## config.mk

```make
export PLATFORM = sky130hd
export DESIGN_NAME = lu_rr_scheduler
export DESIGN_NICKNAME = d
export VERILOG_FILES = /design/src/rtl/lu_rr_scheduler.sv
export SDC_FILE = /design/constraint.sdc
export NUM_CORES = 1
export LEC_CHECK = 0
export BUFFER_PORTS_ARGS = -buffer_cell sky130_fd_sc_hd__buf_4
export CAP_MARGIN = 20
export CORE_MARGIN = 5
export CORE_UTILIZATION = 49
export CTS_BUF_LIST = sky130_fd_sc_hd__clkbuf_4 sky130_fd_sc_hd__clkbuf_8
export DETAILED_ROUTE_END_ITERATION = 6
export PLACE_DENSITY = 0.87
export SKIP_LAST_GASP = 1
export SLEW_MARGIN = 40
export SYNTH_ARGS = -nofsm -noshare
export SYNTH_HDL_FRONTEND = slang
export SYNTH_SLANG_ARGS = --single-unit
export TNS_END_PERCENT = 100
```

## constraint.sdc

```tcl
create_clock -name clk -period 1.5 [get_ports clk]
set_input_delay 0.15 -clock clk [delete_from_list [all_inputs] [get_ports clk]]
set_output_delay 0.15 -clock clk [all_outputs]
set_load 0.005 [all_outputs]
```

## src/rtl/lu_rr_scheduler.sv

```systemverilog
// Round-robin scheduler sharing one AND/NAND logic unit between two valid/ready requesters.
// Grants alternate under contention; each operation's result is returned with its requester ID.
module lu_rr_scheduler #(
    parameter int unsigned WIDTH      = 1,
    parameter int unsigned LU_LATENCY = 1,
    parameter int unsigned CNT_W      = 8
) (
    input  logic             clk,
    input  logic             reset,
    input  logic             req0_valid,
    input  logic [WIDTH-1:0] req0_a,
    input  logic [WIDTH-1:0] req0_b,
    input  logic             req0_select,
    output logic             req0_ready,
    input  logic             req1_valid,
    input  logic [WIDTH-1:0] req1_a,
    input  logic [WIDTH-1:0] req1_b,
    input  logic             req1_select,
    output logic             req1_ready,
    output logic [WIDTH-1:0] lu_a,
    output logic [WIDTH-1:0] lu_b,
    output logic             lu_select,
    input  logic [WIDTH-1:0] lu_result,
    output logic             rsp_valid,
    output logic             rsp_id,
    output logic [WIDTH-1:0] rsp_data,
    input  logic             rsp_ready,
    output logic [CNT_W-1:0] done0_cnt,
    output logic [CNT_W-1:0] done1_cnt,
    output logic             busy
);

    localparam int unsigned LAT_W = 4;

    typedef enum logic [1:0] {
        IDLE = 2'd0,
        EXEC = 2'd1,
        RESP = 2'd2
    } state_t;

    state_t           state;
    logic             last_grant;
    logic [LAT_W-1:0] lat_cnt;
    logic             grant0;
    logic             grant1;

    // Contention goes to whichever requester was not served last.
    always_comb begin
        grant0 = 1'b0;
        grant1 = 1'b0;
        if (state == IDLE) begin
            grant0 = req0_valid && (!req1_valid || last_grant);
            grant1 = req1_valid && (!req0_valid || !last_grant);
        end
    end

    assign req0_ready = grant0;
    assign req1_ready = grant1;
    assign busy       = (state != IDLE);

    always_ff @(posedge clk) begin
        if (reset) begin
            state      <= IDLE;
            last_grant <= 1'b1;
            lat_cnt    <= '0;
            lu_a       <= '0;
            lu_b       <= '0;
            lu_select  <= 1'b0;
            rsp_valid  <= 1'b0;
            rsp_id     <= 1'b0;
            rsp_data   <= '0;
            done0_cnt  <= '0;
            done1_cnt  <= '0;
        end else begin
            case (state)
                IDLE: begin
                    if (grant0) begin
                        lu_a       <= req0_a;
                        lu_b       <= req0_b;
                        lu_select  <= req0_select;
                        rsp_id     <= 1'b0;
                        last_grant <= 1'b0;
                        lat_cnt    <= LAT_W'(LU_LATENCY - 1);
                        state      <= EXEC;
                    end else if (grant1) begin
                        lu_a       <= req1_a;
                        lu_b       <= req1_b;
                        lu_select  <= req1_select;
                        rsp_id     <= 1'b1;
                        last_grant <= 1'b1;
                        lat_cnt    <= LAT_W'(LU_LATENCY - 1);
                        state      <= EXEC;
                    end
                end
                EXEC: begin
                    if (lat_cnt == '0) begin
                        rsp_data  <= lu_result;
                        rsp_valid <= 1'b1;
                        state     <= RESP;
                    end else begin
                        lat_cnt <= lat_cnt - LAT_W'(1);
                    end
                end
                RESP: begin
                    if (rsp_ready) begin
                        rsp_valid <= 1'b0;
                        state     <= IDLE;
                        if (rsp_id) begin
                            done1_cnt <= done1_cnt + CNT_W'(1);
                        end else begin
                            done0_cnt <= done0_cnt + CNT_W'(1);
                        end
                    end
                end
                default: state <= IDLE;
            endcase
        end
    end

endmodule
```

After elaboration in Yosys (flattened, before gate mapping) --
Index checks and enable logic that the tools add are counted.
Storage, ports and cells: register bits 29, input bits 12, output and inout bits 25, word-level logic and storage cells 63
Cells by class: add/sub/neg operators 3, eq/ne operators 6, mux-type cells 22, bitwise logic cells 1, reductions and logical operators 20
Operators with widths (number):
- adder 8 x 1 -> 8 bit, second input constant | 2
- AND reduction 3 bit | 5
- two-way mux 1 bit | 12
- two-way mux 4 bit | 3
- two-way mux 2 bit | 4
- one-hot mux 4 bit (2 select lines) | 1
- nonzero test 2 bit | 4
- inequality test 2 bit, second input constant | 3
- one-hot mux 2 bit (3 select lines) | 1
- logical NOT 4 bit | 1
- AND reduction 2 bit | 2
- subtractor 4 x 1 -> 4 bit, second input constant | 1
- logical NOT 1 bit | 3
- inequality test 3 bit, second input constant | 1
- == test 2 x 1 -> 1 bit, second input constant | 1
- == test 2 bit, second input constant | 1
- logical AND 1 bit | 2
- logical NOT 2 bit | 1
- logical OR 1 bit | 2
- one-hot mux 1 bit (2 select lines) | 1
- inverter 1 bit | 1

Longest topological paths before layout --
depth in word-level cells 7, mapped depth 5, depth with buffers taken out 5

Least setup slack after synthesis --
No wires, ideal clock.
path kind register to register, from register state[0], to register done0_cnt[7], setup time 0.121 ns, arrival time 1.311 ns, data required time 1.379 ns, path slack 0.068 ns, stages on the path, launching flop included 5, buffers on the path 1, clock period less this slack 1.432 ns, cell sequence dfxtp_1 nand3b_4 buf_4 nor4_2 mux2_2
Between the ends: word-level cells in the longest chain between the ends 2
Ends and longest elaborated chain:
- start: declaration | line 41 | state_t state;
- start signal: assignment | line 63 | state <= IDLE;
- start signal: assignment | line 84 | state <= EXEC;
- start signal: assignment | line 92 | state <= EXEC;
- == test 2 bit | line 75 | case (state)
- AND reduction 3 bit (no line)
- end signal: assignment | line 111 | done0_cnt <= done0_cnt + CNT_W'(1);
- end: declaration | line 28 | output logic [CNT_W-1:0] done0_cnt,
Every way passes these cells. A chain may end at the register's enable or synchronous reset.

Worst setup path in the final report --
from register state[1], to output req1_ready
Between the ends: word-level cells in the longest chain between the ends 2
Ends and longest elaborated chain:
- logical NOT 2 bit | line 51 | if (state == IDLE) begin
- two-way mux 1 bit | line 51
- end: declaration | line 19 | output logic req1_ready,
Every way passes these cells.

==> results.py <==
metrics = {
    "power_and_ir_drop": {
        "swShare": 0.268,
        "peakVddDrop_mv": 0.704,
        "p_per_area_mw_per_mm2": 869,
        "p_int_mw": 1.25,
        "fin_total_pwr_mw": 1.70,
        "power.leakage_nw": 0.806,
        "power_switching_mw": 0.457,
        "power.combinational.fraction": 0.189,
        "power_frac_seq": 0.492,
        "power_frac_clock": 0.320,
    },
    "routing": {
        "first_iter_violations": 100,
        "first_pass_iters": 6,
        "route.vias.total": 1452,
        "wl_per_cell_um": 14.9,
        "final_antenna_net_count": 0,
        "via_per_inst": 5.93,
        "drc": 0,
        "routed_wl_mm": 3.66,
    },
    "global_routing": {
        "gr-total-overflow": 0,
        "grt_pass1_wl_mm": 5.82,
        "grt_pass1_vias": 1392,
        "antenna_found_initial": 0,
        "grt_usage": 0.174,
        "grt_max_degree": 34,
    },
    "finish": {
        "fin_area_sq_mm": 0.00196,
        "fin_cells": 245,
        "nFillCells": 228,
        "nets": 228,
        "areaGrowthSynthToFinish_pct": 35.8,
        "n_antenna_cell": 0,
        "fin_util": 0.704,
        "final_layout_size_suffix_gt1_frac": 0.383,
    },
    "hold_path": {
        "hold_class": "in -> reg",
        "hp-start": "lu_result",
    },
    "yosys": {
        "synth_top_family_by_area": "simple AND/OR/NAND/NOR gates",
        "synth-compound-area-share": 0.182,
        "synth_fa_ha_area_frac": 0.0260,
        "yosysWarnings": 0,
        "synth.most_common_cell": "dfxtp_1",
        "ys_ff_latch": 29,
        "synth_ff_type": "dfxtp_1",
        "synth_cell_types": 41,
        "synth_mux_area_frac": 0.0382,
        "synthesis.nets": 177,
        "synth_area_sq_mm": 0.00144,
        "synth_top_area_share": 0.402,
        "async_flop_share": 0,
        "yosys.area.top_type": "dfxtp_1",
        "synthXorXnorAreaFrac": 0.0121,
        "synth_area_leaders": "dfxtp_1 40%, a21oi_1 6.2%, nor2_1 4.7%",
        "netlist_instances": 162,
        "synth_edf_count": 0,
        "yosysSeqAreaShare": 0.402,
        "syn_avg_cell_area_sq_um": 8.91,
        "synth-simple-area-share": 0.287,
        "synth_common_cells": "29 x dfxtp_1, 18 x a21oi_1, 18 x nor2_1, 9 x inv_1, 7 x or4_1",
    },
    "sta": {
        "setup_slack_ns": -0.0437,
        "setup_viol": 2,
        "drv_slew": 0,
        "hold_viol_final": 0,
        "worst_slew_pin_slew_ns": 0.343,
        "fin_crit_ns": 1.54,
        "rsz0062_at_grt": "yes",
        "relSlewSlack": 0.772,
        "finalCritPeriodShare": 1.03,
        "max_freq_mhz": 648,
        "skew_ns": 0.0108,
    },
    "floorplanning": {
        "core-area_sq_mm": 0.00278,
        "die_area_sq_mm": 0.00413,
        "die_width_um": 64.3,
        "fp-row-count": 19,
        "initial_utilization": 0.519,
        "fp.dieH_um": 64.3,
        "ioPinCount": 37,
    },
    "critical_path": {
        "crit_path_end_kind": "primary output",
        "cp-startpoint": "state[1]",
        "required_ns": 1.35,
        "crit_fanout": 4,
        "start_kind": "register",
        "path_class": "reg -> out",
        "r2r-start": "done1_cnt[2]",
        "cp.arrival_ns": 1.39,
    },
    "place": {
        "postPlaceCellArea_sq_mm": 0.00176,
        "dp_cells": 230,
        "hpwl_mm": 2.54,
        "io_buffers": 36,
        "gp_congestion": 0.842,
    },
    "cts": {
        "clk_pin_slew_ns": 0.09,
        "tritoncts.num_buffers": 5,
        "clk_path_buf_depth": 2,
        "cts_tree": "done",
        "root_buffer": "clkbuf_4",
        "clock_latency_ns": 0.33,
        "hold_buffers": 0,
        "cts_sinks": 29,
        "htreeDepth": 2,
    },
    "status": {
        "violations": "setup timing",
        "status": "finished, violations left",
    },
    "flow_run": {
        "maxCapViolCount": 0,
    },
}
==> cell type report <==
type | instances | area, sq um | share of cell area
multi-input cells | 118 | 837 | 0.427
well taps | 31 | 38.8 | 0.0198
clock buffers | 7 | 65.1 | 0.0332
flip-flops and latches | 29 | 588 | 0.300
inverters | 9 | 33.8 | 0.0172
clock inverters | 1 | 5.00 | 0.00255
repair buffers | 50 | 392 | 0.200
==> routing by layer <==
layer  global-route usage  part of all wire
met1                0.190              0.39
met2                0.282              0.52
met3               0.0736             0.074
met4               0.0941             0.016
met5                    0                 0
==> cell families (layout without fill, tap and decap cells) <==
| family | after synthesis | in the layout |
|---|---|---|
| XOR/XNOR | 2 | 2 |
| adder cells (fa/ha/maj) | 3 | 3 |
| flip-flops | 29 | 29 |
| buffers and inverters | 15 | 67 |
| AND/OR/NAND/NOR | 67 | 67 |
| multiplexers | 5 | 5 |
| AO/OA/AOI/OAI | 41 | 41 |
==> power by group through the flow <==
stage	sequential [mW]	combinational, mW	clock [mW]
final	0.837	0.321	0.544
after CTS	0.834	0.291	0.563
after floorplan	0.847	0.154	0
after global routing	0.843	0.349	0.608
after detailed placement	0.854	0.261	0
after global placement	0.852	0.251	0
==> cells in the final DEF (no fill, tap or decap), types with 4 or more instances in the layout <==
master,synthesis,final
o31ai_1,6,6
or3_1,4,4
nor2_1,18,16
nand4_1,6,6
nand3_1,5,5
inv_1,9,8
mux2_2,4,4
nand2_1,5,5
or4_1,7,6
dfxtp_1,29,25
a21oi_1,18,16
nor2b_1,5,5
clkbuf_4,0,5
o221ai_1,4,4
buf_4,1,48
==> registers in the layout (all words and copies together), names as in the netlist <==
register / flops
rsp_data: 1
done0_cnt: 8
lu_select: 1
lat_cnt: 4
last_grant: 1
state: 2
lu_a: 1
rsp_valid: 1
done1_cnt: 8
lu_b: 1
rsp_id: 1
==> worst max-delay path, cell delays in order (launching register included) <==
cell     delay, ns
dfxtp_4       0.36
buf_6         0.12
or3b_4        0.37
a21oi_2       0.11
buf_4         0.11
==> metrics by stage <==
step | setup TNS [ns] | hold slack, ns | setup WS, ns
4_1_cts | -0.137 | 0.0615 | -0.0708
3_5_place_dp | -0.136 | 0.430 | -0.0616
5_1_grt | -0.289 | 0.0631 | -0.120
3_3_place_gp | 0 | 0.425 | 0.0181
6_report | -0.0865 | 0.0770 | -0.0437
2_1_floorplan | 0 | 0.298 | 0.0683
==> final timing paths <==
path	to	slack [ns]	depth (start not counted)
worst max-delay path	req1_ready	-0.04	4
worst min-delay path	rsp_data	0.08	3
worst max register to register	done1_cnt[6]	0.01	3
worst min register to register	rsp_data	0.49	2
==> timing repair <==
item / CTS / global route
resized for setup: 12 / 9
endpoints found under the setup margin: 7 / 16
pin swaps: 3 / 3
setup buffers: 4 / 4
No activity file was read; power rests on OpenSTA's default activity.
